[src/rtl/aq_vlsu_ld_wb_queue.sv]
// aq_vlsu_ld_wb_queue: in-order write-back queue from the load align buffer to the VRF.
// Tracks destination vreg/beat per popped 64-bit beat and pulses done after the last entry.
module aq_vlsu_ld_wb_queue #(
    parameter int DEPTH = 4,
    parameter int BEATS = 2,
    localparam int BW = BEATS > 1 ? $clog2(BEATS) : 1
) (
    input  logic          forever_cpuclk,
    input  logic          vlsu_rst,
    input  logic          rtu_yy_xx_flush,
    input  logic          inst_start,
    input  logic [4:0]    inst_vd,
    input  logic          ab_wb_vld,
    input  logic [63:0]   ab_wb_data,
    input  logic [7:0]    ab_wb_bytes_vld,
    input  logic          ab_wb_last,
    output logic          wbq_full,
    output logic          vrf_wr_vld,
    input  logic          vrf_wr_rdy,
    output logic [63:0]   vrf_wr_data,
    output logic [7:0]    vrf_wr_be,
    output logic [4:0]    vrf_wr_reg,
    output logic [BW-1:0] vrf_wr_beat,
    output logic          wbq_done,
    output logic          wbq_idle
);
    localparam int AW = DEPTH > 1 ? $clog2(DEPTH) : 1;
    localparam int CW = $clog2(DEPTH + 1);
    typedef enum logic [1:0] {IDLE, ACTIVE, DRAIN} state_t;
    state_t state, state_n;
    logic [AW-1:0] wr_ptr, rd_ptr;
    logic [CW-1:0] count;
    logic [72:0] mem [DEPTH];
    logic push, pop, head_last, last_beat;
    assign wbq_full = count == CW'(DEPTH);
    assign vrf_wr_vld = count != '0;
    // only ACTIVE accepts beats: IDLE ignores strays, DRAIN blocks the next instruction's beats
    assign push = ab_wb_vld && !wbq_full && state == ACTIVE;
    assign pop = vrf_wr_vld && vrf_wr_rdy;
    assign head_last = mem[rd_ptr][0];
    assign last_beat = vrf_wr_beat == BW'(BEATS - 1);
    // storage is unreset, so gate the visible fields with valid
    assign vrf_wr_data = vrf_wr_vld ? mem[rd_ptr][72:9] : '0;
    assign vrf_wr_be = vrf_wr_vld ? mem[rd_ptr][8:1] : '0;
    assign wbq_idle = state == IDLE && count == '0;
    always_comb begin
        state_n = state;
        state_n = rtu_yy_xx_flush ? IDLE :
                  state == IDLE && inst_start ? ACTIVE :
                  state == ACTIVE && push && ab_wb_last ? DRAIN :
                  state == DRAIN && pop && head_last ? IDLE : state;
    end
    always_ff @(posedge forever_cpuclk) begin
        if (vlsu_rst)
            state <= IDLE;
        else
            state <= state_n;
    end
    always_ff @(posedge forever_cpuclk) begin
        if (push)
            mem[wr_ptr] <= {ab_wb_data, ab_wb_bytes_vld, ab_wb_last};
    end
    always_ff @(posedge forever_cpuclk) begin
        if (vlsu_rst) begin
            wr_ptr <= '0;
            rd_ptr <= '0;
            count <= '0;
            wbq_done <= 1'b0;
            vrf_wr_reg <= '0;
            vrf_wr_beat <= '0;
        end else if (rtu_yy_xx_flush) begin
            wr_ptr <= '0;
            rd_ptr <= '0;
            count <= '0;
            wbq_done <= 1'b0;
        end else begin
            wr_ptr <= push ? wr_ptr + AW'(1) : wr_ptr;
            rd_ptr <= pop ? rd_ptr + AW'(1) : rd_ptr;
            count <= count + CW'(push) - CW'(pop);
            wbq_done <= pop && head_last;
            if (state == IDLE && inst_start) begin
                vrf_wr_reg <= inst_vd;
                vrf_wr_beat <= '0;
            end else if (pop) begin
                vrf_wr_beat <= last_beat ? '0 : vrf_wr_beat + BW'(1);
                vrf_wr_reg <= last_beat ? vrf_wr_reg + 5'd1 : vrf_wr_reg;
            end
        end
    end
endmodule
[config.mk]
export PLATFORM = sky130hd
export DESIGN_NAME = aq_vlsu_ld_wb_queue
export DESIGN_NICKNAME = d
export VERILOG_FILES = /design/src/rtl/aq_vlsu_ld_wb_queue.sv
export SDC_FILE = /design/constraint.sdc
export NUM_CORES = 1
export LEC_CHECK = 0
export CAP_MARGIN = 20
export CORE_AREA = 4 4 162 164
export DETAILED_ROUTE_END_ITERATION = 12
export DIE_AREA = 0 0 166 168
export HOLD_SLACK_MARGIN = 0.03
export PLACE_DENSITY = 0.76
export SETUP_SLACK_MARGIN = 0.5
export SLEW_MARGIN = 20
export SYNTH_ARGS = -nofsm -noshare
export SYNTH_HDL_FRONTEND = slang
export SYNTH_SLANG_ARGS = --single-unit
[constraint.sdc]
create_clock -name forever_cpuclk -period 3.5 [get_ports forever_cpuclk]
set_input_delay 0.7 -clock forever_cpuclk [delete_from_list [all_inputs] [get_ports forever_cpuclk]]
set_output_delay 0.7 -clock forever_cpuclk [all_outputs]
set_load 0.1 [all_outputs]
==> impl_metrics.py <==
metrics = {
    "status": {
        "status": "completed",
    },
    "cells_and_area": {
        "fin_cells": 1116,
        "final_core_util_pct": 62.3,
        "nNetsFinal": 851,
        "largest_reg_flops": 292,
        "drive_above_1_share_pct": 30.5,
        "final.fill_count": 1690,
        "syn2layout_area_growth_pct": 29.8,
        "antenna_cells": 0,
        "fin_area_mm2": 0.0155,
    },
    "yosys": {
        "ys.flop_type": "edfxtp_1",
        "synth_fp_nets": 658,
        "yosysWarnings": 0,
        "synth.cell_area_mm2": 0.0119,
        "synth-async-reset-ratio_pct": 0,
        "synth.distinct_cells": 41,
        "syn_inst": 567,
        "syn_area_per_cell_um2": 21.1,
        "yosysSeqAreaShare_pct": 76.4,
        "ys_seq_elements": 310,
        "synth_edf_count": 292,
    },
    "pwr": {
        "p_comb_share_pct": 7.6,
        "power_density_mw_per_mm2": 536,
        "p_int_mw": 6.53,
        "switchingPower_mw": 1.77,
        "power_mw": 8.31,
        "clkPwrFrac_pct": 43.2,
        "p_seq_share_pct": 49.3,
        "sw_frac_of_total_pct": 21.3,
        "p_leak_nw": 5.13,
        "ir_worst_vdd_mv": 0.351,
    },
    "placement": {
        "place_area_mm2": 0.0143,
        "routabilityCongestion": 0.768,
        "io_buffers": 165,
        "dp_hpwl_um": 14300,
        "place_inst": 1051,
    },
    "hold_path": {
        "hp-class": "reg -> reg",
    },
    "floorplan": {
        "start_util_pct": 48.0,
        "dieArea_mm2": 0.0279,
        "core_area_mm2": 0.0249,
        "pin_count": 166,
        "row_count": 58,
        "die_y_um": 168,
        "die_w_um": 166,
    },
    "worst_setup_path": {
        "critPathCapture": "vrf_wr_data[37]",
        "r2r-end": "count[2]$_SDFF_PP0_",
        "critPathCaptureType": "primary output",
        "crit_cells": 4,
        "crit_chain": "or3_2, buf_8, and2_1, buf_4",
        "ff2ff_path_depth": 9,
        "critPathSlowestCell": "or3_2",
        "crit_start": "count[1]$_SDFF_PP0_",
        "slowest_delay_ns": 0.56,
        "rrSetupSlack_ns": 1.19,
        "rr_startpoint": "count[1]$_SDFF_PP0_",
        "arrival_ns": 2.20,
        "cp_top_family": "simple AND/OR/NAND/NOR gates",
        "cp_data_required_time_ns": 2.80,
        "start_kind": "flip-flop",
        "crit_type": "reg -> out",
        "critical_path_peak_fanout": 77,
        "cp.buffers_inverters": 2,
    },
    "clock_tree": {
        "clk_latency_ns": 0.49,
        "cts.sinks": 310,
        "path_clk_slew_ns": 0.06,
        "postCtsHoldBufs": 0,
        "cts_tree": "built",
        "cts_buffers": 34,
        "clk_path_buf_depth": 3,
        "htreeDepth": 2,
        "cts-root-buf": "clkbuf_16",
    },
    "route": {
        "dr.pass1.iters": 5,
        "drt_iter0_markers": 555,
        "wirelength_um": 23800,
        "wl_per_cell_um": 21.3,
        "via_per_inst": 5.33,
        "ant_nets": 0,
        "drc_errors": 0,
        "vias": 5952,
    },
    "sta": {
        "finClkSkew_ns": 0.00890,
        "period_share_pct": 82.8,
        "min_period_ns": 2.90,
        "tightest_slew_ns": 0.973,
        "setup_viol": 0,
        "hold_viol": 0,
        "tns_ns": 0,
        "max_freq_mhz": 345,
        "slew_headroom_pct": 34.9,
        "rsz0062_at_grt": "false",
        "drv_slew": 0,
    },
    "grt": {
        "grt_pass1_wl_um": 37800,
        "grt_max_degree": 78,
        "groute.usage.overall_pct": 17.3,
        "antenna_found_initial": 0,
        "first_global_vias": 6592,
        "gr-total-overflow": 0,
    },
    "flow_run": {
        "maxCapViolCount": 0,
    },
}
[final cells by class]
type	instances	area, um^2	share of cell area [%]
Clock buffer	42	990	6.38
Inverter	5	18.8	0.121
Sequential cell	310	9140	58.9
Tap cell	330	413	2.66
Multi-Input combinational cell	225	2680	17.3
Clock inverter	20	174	1.12
Timing Repair Buffer	184	2090	13.5
[cells in the mapped netlist (all sizes together), types with 2 or more instances]
cell type	instances	area share (%)
o21ai	7	0.29
nand3	4	0.21
ha	6	0.63
nor3	4	0.21
buf	18	0.95
and2	81	4.2
clkbuf	9	0.29
xnor2	3	0.22
a21oi	8	0.37
nand2	5	0.22
edfxtp	292	73
or2	2	0.10
xor2	2	0.15
nor2	13	0.41
dfxtp	18	3.0
mux4	73	14
mux2i	2	0.17
inv	5	0.16
nor3b	3	0.23
[metrics by stage]
stage	hold WS [ns]	setup slack [ns]
6_report	0.514	0.602
5_1_grt	0.555	0.511
4_1_cts	0.514	0.513
3_5_place_dp	0.496	0.684
3_3_place_gp	0.484	0.715
2_1_floorplan	0.472	0.579
[layout by cell type, fill, tap and decap left out, drive strengths merged, types with 2 or more instances in the layout]
cell / n
mux2i: 2
or2: 2
nand3: 4
edfxtp: 292
ha: 6
clkinv: 14
bufinv: 3
xnor2: 3
a21oi: 8
clkdlybuf4s50: 90
clkbuf: 42
nor3b: 3
mux4: 73
dfxtp: 18
xor2: 2
and2: 81
buf: 94
clkinvlp: 2
nor2: 13
inv: 6
nand2: 5
o21ai: 7
nor3: 4
[worst min-delay path by stage]
| stage | slack [ns] | end | depth (start not counted) | startpoint |
|---|---|---|---|---|
| finish | 0.51 | rd_ptr[1]$_SDFFE_PP0P_ | 2 | rd_ptr[1]$_SDFFE_PP0P_ |
| global route | 0.55 | rd_ptr[1]$_SDFFE_PP0P_ | 2 | rd_ptr[1]$_SDFFE_PP0P_ |
| CTS | 0.51 | rd_ptr[1]$_SDFFE_PP0P_ | 2 | rd_ptr[1]$_SDFFE_PP0P_ |
| floorplan | 0.47 | flip-flop | 2 | rd_ptr[1]$_SDFFE_PP0P_ |
| detailed placement | 0.50 | rd_ptr[1]$_SDFFE_PP0P_ | 2 | rd_ptr[1]$_SDFFE_PP0P_ |
| global placement | 0.48 | vrf_wr_reg[4]$_SDFFE_PP0P_ | 2 | vrf_wr_reg[4]$_SDFFE_PP0P_ |
[kinds of logic after synthesis]
| kind of cell | share of synthesized area, % |
|---|---|
| xor+xnor | 0.367 |
| compound gates | 1.11 |
| fa+ha+maj | 0.796 |
| mux | 13.9 |
| flops | 76.4 |
| buf+inv | 1.40 |
| simple gates | 5.97 |
[per-layer routing]
metal	track usage (%)	vias to the layer above	part of all wire, %
li1	-	2664	-
met1	21.9	3074	39
met2	30.5	192	53
met3	4.18	22	6.3
met4	3.98	0	1.4
met5	0	-	0
[worst min-delay path: cells and delay by family, from the launching register on]
family | cells | cell delay (ns)
DFF | 1 | 0.33
and+or+nand+nor | 1 | 0.07
xor gates and xnor gates | 1 | 0.08
[power by group through the flow]
stage	sequential (mW)	clock [mW]	combinational, mW
floorplan	4.19	0	0.348
global placement	4.17	0	0.616
detailed placement	4.17	0	0.628
CTS	4.09	3.68	0.634
global route	4.09	3.84	0.658
finish	4.09	3.59	0.630
[what timing repair did]
action / in CTS / in global routing
setup buffers: 3 / 0
endpoints found under the hold margin: 0 / 0
resized for setup: 1 / 3
endpoints found under the setup margin: 73 / 30
Note: power is estimated with default switching activity, not from simulation.
